File: src/rtl/rand_char_source.sv
// Random lowercase-character source: an 8-bit Fibonacci LFSR feeds a show-ahead FIFO,
// one character per level change on tx_rdy, drained by rx_done.
module rand_char_source #(
  parameter logic [7:0] SEED  = 8'hAA,
  parameter int         DEPTH = 16
) (
  input  logic                       clk,
  input  logic                       rst,
  input  logic                       tx_rdy,
  input  logic                       rx_done,
  output logic                       rx_rdy,
  output logic [7:0]                 out_data,
  output logic                       full,
  output logic [$clog2(DEPTH):0]     count,
  output logic [7:0]                 rand_out
);

  localparam int AW = $clog2(DEPTH);
  localparam logic [AW:0] FULL_CNT = (AW+1)'(DEPTH);

  logic [7:0]    lfsr_q;
  logic [7:0]    lfsr_d;
  logic          tx_q;
  logic [7:0]    mem [DEPTH];
  logic [AW-1:0] wr_ptr;
  logic [AW-1:0] rd_ptr;
  logic [AW:0]   cnt_q;
  logic [AW:0]   cnt_d;
  logic [7:0]    new_char;
  logic          wr_stb;
  logic          do_push;
  logic          do_pop;
  logic          is_empty;
  logic          is_full;

  // The all-zero state is a lock-up for this tap set, so it is forced to 8'h01.
  always_comb begin
    lfsr_d = {lfsr_q[6:0], lfsr_q[7] ^ lfsr_q[5] ^ lfsr_q[4] ^ lfsr_q[3]};
    if (lfsr_q == 8'h00) begin
      lfsr_d = 8'h01;
    end
  end

  assign new_char = 8'h61 + (lfsr_q % 8'd26);

  // Handshake: rx_rdy acts as valid and out_data is the head entry while it is high;
  // rx_done acts as ready, and a pop happens exactly on cycles where both are high.
  assign is_empty = (cnt_q == '0);
  assign is_full  = (cnt_q == FULL_CNT);
  assign wr_stb   = (tx_rdy != tx_q);
  assign do_pop   = rx_done && !is_empty;
  assign do_push  = wr_stb && (!is_full || do_pop);

  always_comb begin
    cnt_d = cnt_q;
    case ({do_push, do_pop})
      2'b10:   cnt_d = cnt_q + 1'b1;
      2'b01:   cnt_d = cnt_q - 1'b1;
      default: cnt_d = cnt_q;
    endcase
  end

  always_ff @(posedge clk) begin
    if (rst) begin
      lfsr_q <= SEED;
      tx_q   <= 1'b0;
      wr_ptr <= '0;
      rd_ptr <= '0;
      cnt_q  <= '0;
    end else begin
      lfsr_q <= lfsr_d;
      tx_q   <= tx_rdy;
      cnt_q  <= cnt_d;
      if (do_push) begin
        wr_ptr <= wr_ptr + 1'b1;
      end
      if (do_pop) begin
        rd_ptr <= rd_ptr + 1'b1;
      end
    end
  end

  // Storage is left uninitialised; only pointers and count define its valid contents.
  always_ff @(posedge clk) begin
    if (!rst && do_push) begin
      mem[wr_ptr] <= new_char;
    end
  end

  assign rx_rdy   = !is_empty;
  assign full     = is_full;
  assign count    = cnt_q;
  assign out_data = is_empty ? 8'h00 : mem[rd_ptr];
  assign rand_out = lfsr_q;

endmodule

File: config.mk
export PLATFORM = sky130hd
export DESIGN_NAME = rand_char_source
export DESIGN_NICKNAME = d
export VERILOG_FILES = /design/src/rtl/rand_char_source.sv
export SDC_FILE = /design/constraint.sdc
export NUM_CORES = 1
export LEC_CHECK = 0
export CELL_PAD_IN_SITES_DETAIL_PLACEMENT = 0
export CELL_PAD_IN_SITES_GLOBAL_PLACEMENT = 1
export CORE_MARGIN = 1
export CORE_UTILIZATION = 35
export DETAILED_ROUTE_END_ITERATION = 8
export GPL_ROUTABILITY_DRIVEN = 0
export PLACE_DENSITY_LB_ADDON = 0.1
export SKIP_CTS_REPAIR_TIMING = 1
export SLEW_MARGIN = 40
export SYNTH_ARGS = -nofsm -noshare
export SYNTH_HDL_FRONTEND = slang
export SYNTH_SLANG_ARGS = --single-unit
File: constraint.sdc
create_clock -name clk -period 7.76 [get_ports clk]
set_input_delay 1.552 -clock clk [delete_from_list [all_inputs] [get_ports clk]]
set_output_delay 1.552 -clock clk [all_outputs]
set_load 0.1 [all_outputs]
==> results of run 1 <==
through the flow:
step | power (mW) | instance area (µm²) | utilization (%) | instances
after floorplan | 1.79 | 6870 | - | 466
after global placement | 2.01 | 7330 | 39.2 | 706
after detailed placement | 1.97 | 7230 | 38.6 | 706
after CTS | 2.86 | 7880 | 42.1 | 737
after global routing | 2.95 | 7880 | 42.1 | 737
final | 2.83 | 7880 | 42.1 | 737
kinds of logic after synthesis:
family                     Yosys count  share of synthesized area (%)
adders and majority gates           11                           2.15
and+or+nand+nor                    104                           8.43
DFF                                154                           65.2
other                                2                          0.112
AOI/OAI and AO/OA                   53                           5.57
buffers and inverters               39                           2.80
xor gates and xnor gates            14                           1.83
muxes                               43                           13.9
state kept, by name, indices dropped and copies added (netlist names), named ones only:
name,flops
rand_out,8
rd_ptr,4
count,5
wr_ptr,4
tx_q,1
mem,128
Yosys cell counts, drive strengths merged, types with 6 or more instances:
cell    instances  area (µm²)
a21oi          13        65.1
and2           24         150
buf            13        88.8
clkbuf         12        46.3
dfxtp          26         521
edfxtp        128        3840
ha              9         113
inv            14        52.6
mux4           40         901
nand2          14        52.6
nand3           6        30.0
nor2           22        82.6
nor2b           6        37.5
o21ai           8        40.0
or2             9        58.8
xnor2          10        87.6
report_power, final:
part / switching [mW] / total, mW / leakage (nW) / internal [mW]
registers: 0.0469 / 1.02 / 1.37 / 0.968
clock network: 0.323 / 0.888 / 0.327 / 0.565
logic: 0.678 / 0.922 / 1.06 / 0.244
worst register-to-register path: stages (launching register included):
cell	delay (ps)
dfxtp_1	770
xnor2_1	230
and2_1	210
o21ai_0	120
a32oi_2	470
a31oi_1	130
a21oi_1	160
ha_1	200
inv_1	90
nor2_1	110
o211ai_1	90
and3_1	180
a31oi_2	570
final cells by class:
type / instances / area, µm² / share of cell area, %
well taps: 234 / 293 / 3.71
inverters: 14 / 52.6 / 0.667
multi-input cells: 273 / 2330 / 29.6
flip-flops and latches: 154 / 4370 / 55.4
clock buffers: 25 / 593 / 7.52
repair buffers: 31 / 183 / 2.32
clock inverters: 6 / 62.6 / 0.794
per-layer routing:
| layer | up-vias | track usage, % |
|---|---|---|
| li1 | 1715 | - |
| met3 | 10 | 3.62 |
| met2 | 68 | 23.8 |
| met5 | - | 0 |
| met4 | 0 | 6.07 |
| met1 | 1792 | 21.2 |
path summary, 6_finish.rpt:
check / slack (ps) / depth (start not counted) / endpoint / startpoint
setup / recovery: 3190 / 5 / out_data[4] / register
hold reg to reg: 510 / 2 / count[3]$_SDFFE_PP0P_ / count[3]$_SDFFE_PP0P_
setup reg to reg: 4130 / 12 / mem[12][4]$_DFFE_PP_ / rand_out[5]$_SDFF_PP1_
hold / removal: 510 / 2 / count[3]$_SDFFE_PP0P_ / count[3]$_SDFFE_PP0P_
==> qor.yml, run 1 <==
viasPerCell: 4.86
syn_inst: 420
grt_first_pass_wirelength_mm: 21.9
crit_chain: "buf_4 > mux4_2 > mux4_2 > and2_1 > buf_2"
drive_gt1_share_pct: 22.5
fmax_ghz: 0.219
cp_slowest_cell: "dfxtp_2"
io_pins: 27
clk_pin_slew_worst_paths_ps: 60
maxCapViolCount: 0
m1WireLength_mm: 6.59
die_area_um2: 19700
yosysSeqAreaShare_pct: 65.2
crit_path_frequent_cell: "mux4_2"
final_nets: 505
async_flop_share_pct: 0
grt_setup_unrepaired: "false"
hold_class: "register to register"
drt_iter0_markers: 286
dr_total_vias: 3585
post_synth.cell_area_avg_um2: 15.9
grt_pass1_vias: 3666
first_pass_iters: 4
cp-end-kind: "output port"
leakage_nw: 2.75
wl_met2_mm: 6.62
floorplan.initialDensity_pct: 35.8
crit_buf_inv: 2
synth_edf_count: 128
dp_slack_ps: 3560
syn2layout_area_growth_pct: 17.8
status: "completed"
place_hpwl_mm: 9.26
drv_slew: 0
cts.root.buffer_cell: "clkbuf_16"
critical_path_arrival_ps: 3010
cts_buffers: 17
final.setup.worst_slack_ps: 3190
clock_skew_ps: 9.66
hold_viol: 0
antenna_found_initial: 0
period_share_pct: 58.8
num-fill-cells: 1691
htreeDepth: 4
cp.required_ps: 6210
io_buffers: 26
critPathKind: "register to output port"
crit_family: "multiplexers"
placementRows: 50
vdd_drop_max_v: 0.000337
die_w_um: 140
die_y_um: 140
p_per_area_nw_per_um2: 358
ys_types: 54
insertion_delay_ps: 420
path_max_fanout: 22
layout_commonest_cell: "edfxtp_1"
whs_ps: 512
tns_ps: 0
route.met3.wl_um: 428
start_kind: "register"
final_cell_mix: "edfxtp_1, conb_1, mux4_2"
cts_tree: "built"
overflow: 0
ant_nets: 0
yosys_most_used_dff: "edfxtp_1"
clockBufferDepth: 2
drc: 0
clkSinkCount: 154
netlist_area_um2: 6690
ys_warn_count: 0
ys_seq_elements: 154
post-route-min-period_ps: 4570
finalSetupViolCount: 0
grt_usage_pct: 15.4
wl_per_cell_um: 18.8
max_slew.worst_pin.slew_ps: 835
totalWireLength_mm: 13.9
grt_start_max_net_pins: 33
core_area_um2: 18700
relSlewSlack_pct: 44.0
routed.top_layer: "met4"
critical-path-max-stage-delay_ps: 560
diodes: 0
Power figures use the tool's default switching activity.
==> inputs of run 2 (changes only) <==
clock period = 3.9 ns   (was 7.76 ns; I/O delays follow)
==> qor.yml, run 2 (same netlist as run 1, synthesis figures left out) <==
num-fill-cells: 1665
p_int_mw: 3.75
drt_iter0_markers: 154
r2r_slack_ps: 700
rr_endpoint: "mem[11][4]$_DFFE_PP_"
die_area_um2: 19700
post-place-cells: 711
pwr-share-seq_pct: 34.4
first_pass_iters: 6
multiInputGateArea_um2: 2320
power_frac_comb_pct: 36.3
grt_usage_pct: 15.3
drc: 0
register_area_um2: 4370
fmax_ghz: 0.288
diodes: 0
io_pins: 27
top_register: "mem"
critical_path_arrival_ps: 2700
worstHoldPathCells: 2
totalWireLength_mm: 13.6
cts_buffers: 17
p_clk_share_pct: 29.3
cp.required_ps: 3120
holdPathEnd: "count[3]$_SDFFE_PP0P_"
cts_tree: "built"
clockBufferDepth: 2
max_slew.worst_pin.slew_ps: 702
leakage_nw: 2.80
p_per_area_nw_per_um2: 731
cts.root.buffer_cell: "clkbuf_16"
drv_slew: 0
clkSinkCount: 154
wl_per_cell_um: 18.3
path_max_fanout: 12
insertion_delay_ps: 430
core_area_um2: 18700
grt_first_pass_wirelength_mm: 21.6
antenna_found_initial: 0
start_kind: "register"
status: "completed"
floorplan.initialDensity_pct: 35.8
cp-end-kind: "output port"
io_buffers: 26
tns_ps: 0
syn2layout_area_growth_pct: 20.4
netSwitchingPower_mw: 2.13
clk_pin_slew_worst_paths_ps: 60
clock_skew_ps: 11.2
dpl_cell_area_um2: 7410
r2r_cells: 13
grt_start_max_net_pins: 33
min_from: "count[3]$_SDFFE_PP0P_"
layout_commonest_cell: "edfxtp_1"
placementRows: 50
power.share.switching_pct: 36.3
finalSetupViolCount: 0
place_hpwl_mm: 9.26
htreeDepth: 4
ant_nets: 0
grt_pass1_vias: 3743
relSlewSlack_pct: 52.9
maxCapViolCount: 0
hold_class: "register to register"
design_area_um2: 8060
post-route-min-period_ps: 3480
die_w_um: 140
dr_total_vias: 3632
drive_gt1_share_pct: 22.6
overflow: 0
final_nets: 510
grt_setup_unrepaired: "false"
largest_reg_flops: 128
hold_viol: 0
vdd_drop_max_v: 0.000433
critPathKind: "register to output port"
viasPerCell: 4.89
instances_no_fill: 743
final_cell_mix: "edfxtp_1, conb_1, mux4_2"
reg2reg_from: "rand_out[4]$_SDFF_PP0_"
period_share_pct: 89.1
die_y_um: 140
-- run 2: cell types whose count changed in the layout (fill, tap and decap cells not counted), sizes merged --
cell    delta
buf        +5
clkbuf     +1
clkinv     +1
inv        -1
-- run 2: how the worst max path moves through the flow --
stage	end	slack [ps]	from
2_1_floorplan	mem[0][0]$_DFFE_PP_	100	count[0]$_SDFFE_PP0P_
3_3_place_gp	count[4]$_SDFFE_PP0P_	760	rx_done
3_5_place_dp	count[4]$_SDFFE_PP0P_	680	rx_done
4_1_cts	out_data[6]	310	register
5_1_grt	out_data[6]	270	register
6_report	out_data[6]	420	register
-- run 2: per-stage QoR --
stage | util (%) | total power [mW] | hold WS (ps) | setup slack [ps]
after floorplan | - | 3.56 | 485 | 98.9
after global placement | 39.9 | 4.25 | 512 | 758
after detailed placement | 39.6 | 4.24 | 513 | 685
after CTS | 43.1 | 5.98 | 525 | 314
after global routing | 43.1 | 6.13 | 565 | 269
final | 43.1 | 5.89 | 521 | 423
-- run 2: critical path, cell delays in order (launching register included) --
cell,delay [ps]
dfxtp_2,640
buf_12,240
mux4_2,540
mux4_2,480
and2_1,200
buf_12,170
-- run 2: per-layer routing --
metal	routed length [µm]	share of wire (%)	track usage, %	up-vias
li1	-	-	-	1725
met1	6010	44	19.4	1825
met2	7000	51	25.4	61
met3	387	2.8	3.66	21
met4	201	1.5	5.90	0
met5	0	0	0	-
-- run 2: final cells by class --
type	instances	share of cell area [%]
sequential	154	54.2
multi-input combinational	273	28.8
clock buffer	26	7.14
timing repair buffer	36	4.75
tap	234	3.63
clock inverter	6	0.839
inverter	14	0.652
-- run 2: power by group through the flow --
stage | Combinational [mW] | Clock, mW | Sequential (mW)
finish | 2.13 | 1.73 | 2.02
global route | 2.26 | 1.84 | 2.04
CTS | 2.17 | 1.77 | 2.03
detailed placement | 2.17 | 0 | 2.06
global placement | 2.19 | 0 | 2.06
floorplan | 1.35 | 0 | 2.21
==> inputs of run 3 (changes only) <==
CAP_MARGIN = 20   (was default)
SLEW_MARGIN = default   (was 40)
==> qor.yml, run 3 (same netlist as run 1, synthesis figures left out) <==
vdd_drop_max_v: 0.000471
totalWireLength_mm: 13.7
diodes: 0
htreeDepth: 4
clock_skew_ps: 8.16
max_slew.worst_pin.slew_ps: 974
first_pass_iters: 6
clockBufferDepth: 2
register_area_um2: 4370
cts.root.buffer_cell: "clkbuf_16"
final_cell_mix: "edfxtp_1, conb_1, mux4_2"
core_area_um2: 18700
dp_slack_ps: 660
hold_class: "register to register"
viasPerCell: 4.85
top_register: "mem"
status: "completed"
grt_setup_unrepaired: "false"
drc: 0
drv_slew: 0
drive_gt1_share_pct: 21.0
largest_reg_flops: 128
p_per_area_nw_per_um2: 721
postLayoutCoreUtil_pct: 43.0
grt_pass1_vias: 3694
final.setup.worst_slack_ps: 424
tns_ps: 0
syn2layout_area_growth_pct: 20.2
relSlewSlack_pct: 34.8
die_y_um: 140
floorplan.initialDensity_pct: 35.8
wl_per_cell_um: 18.5
antenna_found_initial: 0
grt_usage_pct: 15.3
ant_nets: 0
die_w_um: 140
cp.required_ps: 3120
cts_tree: "built"
die_area_um2: 19700
final_nets: 510
post-route-min-period_ps: 3480
overflow: 0
placementRows: 50
io_buffers: 26
layout_commonest_cell: "edfxtp_1"
place_hpwl_mm: 9.23
finalSetupViolCount: 0
clkSinkCount: 154
start_kind: "register"
cts_buffers: 17
critPathKind: "register to output port"
period_share_pct: 89.1
hold_viol: 0
path_max_fanout: 12
maxCapViolCount: 0
finalPower_mw: 5.81
critical_path_arrival_ps: 2700
cp-end-kind: "output port"
drt_iter0_markers: 158
multiInputGateArea_um2: 2320
fmax_ghz: 0.288
insertion_delay_ps: 410
dr_total_vias: 3600
grt_first_pass_wirelength_mm: 21.7
clk_pin_slew_worst_paths_ps: 60
io_pins: 27
grt_start_max_net_pins: 33
leakage_nw: 2.78
num-fill-cells: 1687
-- run 3: cell types whose count changed in the layout (fill, tap and decap cells not counted) --
cell	delta
clkinv_4	-2
inv_4	+1
buf_2	-8
clkbuf_8	-1
clkinv_2	+3
clkbuf_16	-2
inv_6	+1
clkdlybuf4s50_1	+8
-- run 3: per-layer routing --
layer | share of wire (%) | routed length (µm) | vias up | track usage (%)
li1 | - | - | 1729 | -
met1 | 45 | 6180 | 1815 | 19.6
met2 | 52 | 7100 | 52 | 25.7
met3 | 2.6 | 355 | 4 | 3.79
met4 | 0.57 | 78 | 0 | 4.86
met5 | 0 | 0 | - | 0
-- run 3: stage by stage --
| stage | cells | cell area, µm² | hold slack [ps] |
|---|---|---|---|
| after floorplan | 466 | 6870 | 485 |
| after global placement | 711 | 7450 | 512 |
| after detailed placement | 711 | 7450 | 520 |
| after CTS | 743 | 8050 | 533 |
| after global routing | 743 | 8050 | 566 |
| final | 743 | 8050 | 525 |
-- run 3: worst paths after layout --
check | from | endpoint | slack (ps) | depth (start not counted)
worst max-delay path | register | out_data[6] | 420 | 5
worst min register to register | count[3]$_SDFFE_PP0P_ | count[3]$_SDFFE_PP0P_ | 520 | 2
worst max register to register | rand_out[3]$_SDFF_PP1_ | mem[9][4]$_DFFE_PP_ | 750 | 13
worst min-delay path | count[3]$_SDFFE_PP0P_ | count[3]$_SDFFE_PP0P_ | 520 | 2
-- run 3: power by group --
part           switching (mW)  total (mW)  internal, mW  leakage, nW
registers               0.101        2.03          1.93         1.37
logic                    1.40        2.16         0.758         1.11
clock network           0.624        1.62         0.993        0.298
total                    2.13        5.81          3.68         2.78
-- run 3: worst max-delay path: stages (launching register included) --
cell and delay, ps:
dfxtp_2 650, buf_12 230, mux4_2 560, mux4_2 470
and2_1 200, buf_12 170
-- run 3: area by class of cell --
type | count | share of cell area, %
Inverter | 14 | 0.653
Tap cell | 234 | 3.64
Multi-Input combinational cell | 273 | 28.8
Sequential cell | 154 | 54.3
Timing Repair Buffer | 36 | 5.26
Clock inverter | 9 | 0.995
Clock buffer | 23 | 6.36
